===== src/rtl/regfile_client.sv =====
// Command-driven initiator for the 32x32 register file: sequences read, write,
// fill and clear-all operations and returns one response per accepted command.
module regfile_client #(
  parameter int unsigned RD_LAT = 1
) (
  input  logic        clk,
  input  logic        reset,
  input  logic        cmd_valid,
  output logic        cmd_ready,
  input  logic [1:0]  cmd_op,
  input  logic [4:0]  cmd_addr_a,
  input  logic [4:0]  cmd_addr_b,
  input  logic [31:0] cmd_data,
  input  logic [4:0]  cmd_count,
  output logic        rf_read_enable,
  output logic [4:0]  rf_out_addr_1,
  output logic [4:0]  rf_out_addr_2,
  input  logic [31:0] rf_out_data_1,
  input  logic [31:0] rf_out_data_2,
  output logic        rf_write_enable,
  output logic [4:0]  rf_in_addr,
  output logic [31:0] rf_in_data,
  output logic        rf_reset,
  output logic        rsp_valid,
  input  logic        rsp_ready,
  output logic [31:0] rsp_data_1,
  output logic [31:0] rsp_data_2
);

  typedef enum logic [2:0] {
    S_IDLE,
    S_READ,
    S_WRITE,
    S_FILL,
    S_CLEAR,
    S_RESP
  } state_e;

  state_e      state_q, state_d;
  logic [4:0]  addr_a_q, addr_a_d;
  logic [4:0]  addr_b_q, addr_b_d;
  logic [31:0] data_q, data_d;
  logic [31:0] rsp1_q, rsp1_d;
  logic [31:0] rsp2_q, rsp2_d;
  logic [5:0]  cnt_q, cnt_d;

  always_ff @(posedge clk or posedge reset) begin
    if (reset) begin
      state_q  <= S_IDLE;
      addr_a_q <= '0;
      addr_b_q <= '0;
      data_q   <= '0;
      rsp1_q   <= '0;
      rsp2_q   <= '0;
      cnt_q    <= '0;
    end else begin
      state_q  <= state_d;
      addr_a_q <= addr_a_d;
      addr_b_q <= addr_b_d;
      data_q   <= data_d;
      rsp1_q   <= rsp1_d;
      rsp2_q   <= rsp2_d;
      cnt_q    <= cnt_d;
    end
  end

  // addr_a_q doubles as the running fill address; cnt_q is the read latency
  // countdown or the number of fill writes still to issue.
  always_comb begin
    state_d  = state_q;
    addr_a_d = addr_a_q;
    addr_b_d = addr_b_q;
    data_d   = data_q;
    rsp1_d   = rsp1_q;
    rsp2_d   = rsp2_q;
    cnt_d    = cnt_q;
    unique case (state_q)
      S_IDLE: begin
        if (cmd_valid && cmd_ready) begin
          addr_a_d = cmd_addr_a;
          addr_b_d = cmd_addr_b;
          data_d   = cmd_data;
          rsp1_d   = '0;
          rsp2_d   = '0;
          unique case (cmd_op)
            2'b00: begin
              state_d = S_READ;
              cnt_d   = 6'(RD_LAT - 1);
            end
            2'b01: state_d = S_WRITE;
            2'b10: begin
              state_d = S_FILL;
              cnt_d   = (cmd_count == 5'd0) ? 6'd32 : {1'b0, cmd_count};
            end
            default: state_d = S_CLEAR;
          endcase
        end
      end
      S_READ: begin
        if (cnt_q == 6'd0) begin
          rsp1_d  = rf_out_data_1;
          rsp2_d  = rf_out_data_2;
          state_d = S_RESP;
        end else begin
          cnt_d = cnt_q - 6'd1;
        end
      end
      S_WRITE: state_d = S_RESP;
      S_FILL: begin
        addr_a_d = addr_a_q + 5'd1;
        cnt_d    = cnt_q - 6'd1;
        if (cnt_q == 6'd1) state_d = S_RESP;
      end
      S_CLEAR: state_d = S_RESP;
      S_RESP: begin
        if (rsp_ready) state_d = S_IDLE;
      end
      default: state_d = S_IDLE;
    endcase
  end

  always_comb begin
    cmd_ready       = (state_q == S_IDLE) && !reset;
    rsp_valid       = (state_q == S_RESP);
    rsp_data_1      = rsp_valid ? rsp1_q : '0;
    rsp_data_2      = rsp_valid ? rsp2_q : '0;
    rf_read_enable  = 1'b0;
    rf_out_addr_1   = '0;
    rf_out_addr_2   = '0;
    rf_write_enable = 1'b0;
    rf_in_addr      = '0;
    rf_in_data      = '0;
    rf_reset        = 1'b0;
    unique case (state_q)
      S_READ: begin
        rf_read_enable = 1'b1;
        rf_out_addr_1  = addr_a_q;
        rf_out_addr_2  = addr_b_q;
      end
      S_WRITE, S_FILL: begin
        rf_write_enable = 1'b1;
        rf_in_addr      = addr_a_q;
        rf_in_data      = data_q;
      end
      S_CLEAR: rf_reset = 1'b1;
      default: ;
    endcase
  end

endmodule


===== config.mk =====
export PLATFORM = sky130hd
export DESIGN_NAME = regfile_client
export DESIGN_NICKNAME = d
export VERILOG_FILES = /design/src/rtl/regfile_client.sv
export SDC_FILE = /design/constraint.sdc
export NUM_CORES = 1
export LEC_CHECK = 0
export ABC_CLOCK_PERIOD_IN_PS = 4300
export CAP_MARGIN = 20
export CORE_MARGIN = 10
export CORE_UTILIZATION = 40
export DETAILED_ROUTE_END_ITERATION = 10
export PLACE_DENSITY = 0.84
export SYNTH_ARGS = -nofsm -noshare
export SYNTH_HDL_FRONTEND = slang
export SYNTH_SLANG_ARGS = --single-unit

===== constraint.sdc =====
create_clock -name clk -period 4.3 [get_ports clk]
set_clock_uncertainty 0.05 [all_clocks]
set_input_delay 1.29 -clock clk [delete_from_list [all_inputs] [get_ports clk]]
set_output_delay 1.29 -clock clk [all_outputs]
set_load 0.03 [all_outputs]

* After elaboration in Yosys (flattened, before gate mapping) *
Cells that the tools add are included.

storage, ports and cells
  input port bits = 117
  output and inout port bits = 116
  bits in registers = 115

cells by class
  add/sub/neg operators = 2
  eq/ne operators = 14
  reductions and logical operators = 17
  mux-type cells = 27

operator list
  kind                                                                 number
  32-bit 2-to-1 mux                                                    6
  32-bit case mux with 2 select lines                                  2
  5-bit 2-to-1 mux                                                     4
  6-bit 2-to-1 mux                                                     3
  6-bit case mux with 3 select lines                                   1
  3-bit case mux with 5 select lines                                   1
  3-bit 2-to-1 mux                                                     4
  6-bit case mux with 2 select lines                                   1
  5-bit case mux with 2 select lines                                   1
  3-bit case mux with 3 select lines                                   1
  2-bit inequality test (second input constant)                        4
  4-bit AND reduction                                                  2
  3-bit by 2-bit == test with 1-bit output (second input constant)     2
  3-bit == test (second input constant)                                2
  6-bit by 1-bit == test with 1-bit output (second input constant)     1
  6-bit zero test                                                      1
  6-bit by 1-bit subtractor with 6-bit output (second input constant)  1
  5-bit by 1-bit adder with 5-bit output (second input constant)       1
  5-bit zero test                                                      1
  2-bit AND reduction                                                  2
  2-bit nonzero test                                                   2
  2-bit OR reduction                                                   2
  3-bit by 1-bit == test with 1-bit output (second input constant)     1
  3-bit zero test                                                      1
  10 further kinds                                                     13

* Longest topological paths before layout *
  depth in word-level cells = 5
  depth in mapped cells = 7
  depth with buffers taken out = 6

* Least setup slack after synthesis *
OpenSTA, ideal clock, no wires.

  path type = register to output
  from = register state_q[2]
  to = output rsp_data_1[10]
  data arrival time = 1,773 ps
  buffers on the path = 3
  setup slack = 1,187 ps
  cell stages (with the launch flop) = 6
  path through = dfrtp_1 > buf_1 > nand2_1 > clkbuf_1 > buf_1 > nor3_1

between the ends
  cells in the longest elaborated chain, start to end = 2

RTL lines
  item                    line  text
  start, declared         39    state_e state_q, state_d;
  start signal, assigned  57    state_q <= state_d;
  3-bit == test           124   rsp_valid = (state_q == S_RESP);
  32-bit 2-to-1 mux       125   rsp_data_1 = rsp_valid ? rsp1_q : '0;
  end, declared           26    output logic [31:0] rsp_data_1,

No other way between the ends.

* Final worst setup path *
  from = register state_q[2]
  to = output rsp_data_1[5]

Same word-level chain as after synthesis.

==> flow_metrics.tcl <==
set metrics [dict create \
    status "finished clean" \
    dp_cells 1064 \
    timing.final.crit_period_ns 4.06 \
    finalSetupTns_ns 0 \
    vias 5814 \
    yosys.area.top_type "dfrtp_1" \
    drtIter0Drc 438 \
    diodes 0 \
    syn-cell-area_um2 5900 \
    synth_ff_type "dfrtp_1" \
    yosys-top-cells-count "nand2_1, dfrtp_1, inv_1" \
    drtPass1Iterations 5 \
    yosys_warnings 0 \
    crit_arrival_ns 2.72 \
    wire_per_inst_um 17.9 \
    combPwrFrac_pct 44.0 \
    worst_pin_slew_ns 0.852 \
    postSynthAreaPerCell_um2 8.49 \
    hold_viol 0 \
    cts_made_buffers 17 \
    p_int_w 0.00351 \
    drive_above_1_share_pct 6.48 \
    cts_hold_buf 0 \
    rows 44 \
    multiInputGateArea_um2 2460 \
    synth_edf_count 0 \
    pwr-share-seq_pct 31.2 \
    cpPeakStageDelay_ns 0.71 \
    path_clk_slew_ns 0.05 \
    viasPerCell 5.31 \
    use_met1_pct 22.4 \
    ant_nets 0 \
    cts_num_sinks 115 \
    fillerInstances 1260 \
    htree_levels 4 \
    core-area_um2 14500 \
    grt.busiest_layer "met2" \
    cts_tree "done" \
    nNetsFinal 1022 \
    grt_pass1_vias 5776 \
    synth_cells 695 \
    num_io_pins 233 \
    synth_seq_cells 115 \
    maxCapViolCount 0 \
    grt_use_met2_pct 31.4 \
    drc 0 \
    die_x_um 141 \
    powerDensity_nw_per_um2 656 \
    yosysTopAreaCellShare_pct 48.8 \
    slowest_stage "clkdlybuf4s50_1" \
    path_cells "nand2_2 -> buf_4 -> nor3_1 -> clkdlybuf4s50_1" \
    antenna_found_initial 0 \
    synth_cell_types 42 \
    place_congestion 0.853 \
    ir_worst_vdd_mv 0.353 \
    die_h_um 141 \
    post-dp-hpwl_mm 13.4 \
    cts_buffer_depth 2 \
    worstSetupEndpointType "output pin" \
    timing.max_slew.rel_slack_pct 43.2 \
    synthArstFlopShare_pct 100 \
    path_buf_inv 2 \
    use_met3_pct 6.44 \
    switchingPower_w 0.00233 \
    worstPathMaxFanout 29 \
    crit_family "buffers and inverters" \
    finalCritPeriodShare_pct 94.5 \
    root_buffer "clkbuf_16" \
    numPortBuffers 232 \
    dieArea_um2 20000 \
    grt_max_degree 104 \
    start_kind "register" \
    clkPwrFrac_pct 24.8 \
    power_w 0.00584 \
    fmax_mhz 246 \
    ctsResizeCount 0 \
    p_sw_share_pct 39.9 \
    initial_core_util_pct 40.8 \
    maxSlewViolCount 0 \
    setup_viol 0 \
    synth.most_common_cell "nand2_1" \
    p_leak_nw 3.77 \
    crit_type "reg -> out" \
    register_area_um2 2880 \
    grt_pass1_wl_mm 31.1 \
    grtUsageTotal_pct 19.2 \
    wl_mm 19.6 \
    areaGrowthSynthToFinish_pct 50.9 \
    clk_latency_ns 0.40 \
    ys_top_cells_by_area "dfrtp_1, o211ai_1, nand2_1, nor3_1, o21ai_0" \
    overflow 0 \
    cp_data_required_time_ns 2.96 \
    ys_seq_area_share_pct 48.8 \
    postSynthNetCount 818 \
    cts_setup_buffers 0 \
    layout.cells.non_filler 1095 \
    rsz0062_at_grt "false" \
    min_path_type "reg -> reg" \
]
==> worst paths after layout <==
check,startpoint,end,slack [ns],cells past startpoint
max in group asynchronous,reset,state_q[1],2.02,3
min in group asynchronous,reset,rsp2_q[30],1.48,3
setup reg to reg,state_q[2],rsp1_q[18],1.51,6
hold reg to reg,data_q[29],data_q[29],0.41,2
hold / removal,data_q[29],data_q[29],0.41,2
setup / recovery,state_q[2],rsp_data_1[5],0.24,4
==> worst min-delay path, stage by stage, from the launching register on <==
cell and delay [ns]:
dfrtp_1 0.33, nand2_1 0.05, nand2_1 0.05
==> cells by family after synthesis <==
group	synth area share, %
AO/OA/AOI/OAI	17.5
flip-flops	48.8
AND/OR/NAND/NOR	22.6
multiplexers	0.170
adder cells (fa/ha/maj)	1.27
buffers and inverters	9.75
==> routing by layer <==
metal,vias up,wire [µm]
met5,-,0
li1,2748,-
met2,228,9820
met1,2802,7620
met4,0,552
met3,36,1640
==> layout make-up <==
class / count / area share, %
clock inverter: 8 / 1.40
multi-input combinational: 446 / 27.6
tap: 184 / 2.58
clock buffer: 23 / 5.48
timing repair buffer: 247 / 27.5
sequential: 115 / 32.3
inverter: 72 / 3.08
==> state kept, by name, indices dropped and copies added, names as in the netlist <==
| register | flops |
|---|---|
| cnt_q | 6 |
| data_q | 32 |
| rsp2_q | 32 |
| addr_a_q | 5 |
| addr_b_q | 5 |
| state_q | 3 |
| rsp1_q | 32 |
==> through the flow <==
| step | setup slack (ns) | area, µm² | hold WS [ns] | utilization [%] |
|---|---|---|---|---|
| 5_1_grt | 0.0743 | 8910 | 0.432 | 61.5 |
| 6_report | 0.238 | 8910 | 0.412 | 61.5 |
| 2_1_floorplan | 1.19 | 5910 | 0.387 | - |
| 4_1_cts | 0.220 | 8910 | 0.417 | 61.5 |
| 3_3_place_gp | 0.338 | 8290 | 0.399 | 57.3 |
| 3_5_place_dp | 0.356 | 8290 | 0.404 | 57.3 |
==> power by group through the flow <==
stage / Sequential, W / Combinational [W] / Clock (W)
2_1_floorplan: 0.00175 / 0.00167 / 0
3_3_place_gp: 0.00181 / 0.00253 / 0
3_5_place_dp: 0.00183 / 0.00257 / 0
4_1_cts: 0.00182 / 0.00259 / 0.00148
5_1_grt: 0.00188 / 0.00281 / 0.00152
6_report: 0.00182 / 0.00257 / 0.00145
==> placed cells by master, fill, tap and decap left out, types with 2 or more instances in the layout <==
master	netlist	layout
nor3_1	68	68
or4_1	2	2
a31oi_1	5	5
nand3_1	9	9
inv_1	72	71
a32o_1	2	2
ha_1	6	6
o21ai_0	68	68
a21oi_1	6	6
nor2b_1	2	2
nor2_1	13	11
and2_1	39	38
a311oi_1	2	2
and3_1	9	9
nand2b_1	3	3
clkbuf_1	20	2
clkbuf_16	0	17
bufinv_16	0	3
clkbuf_8	0	4
nand4_1	3	3
o211ai_1	67	67
clkdlybuf4s50_1	0	232
o22ai_2	2	2
buf_4	6	14
nand2_1	121	120
nor2_4	1	2
a31o_2	2	2
clkinvlp_4	0	5
dfrtp_1	115	114
nor4_1	2	2
Note: power is estimated with default switching activity, not from simulation.
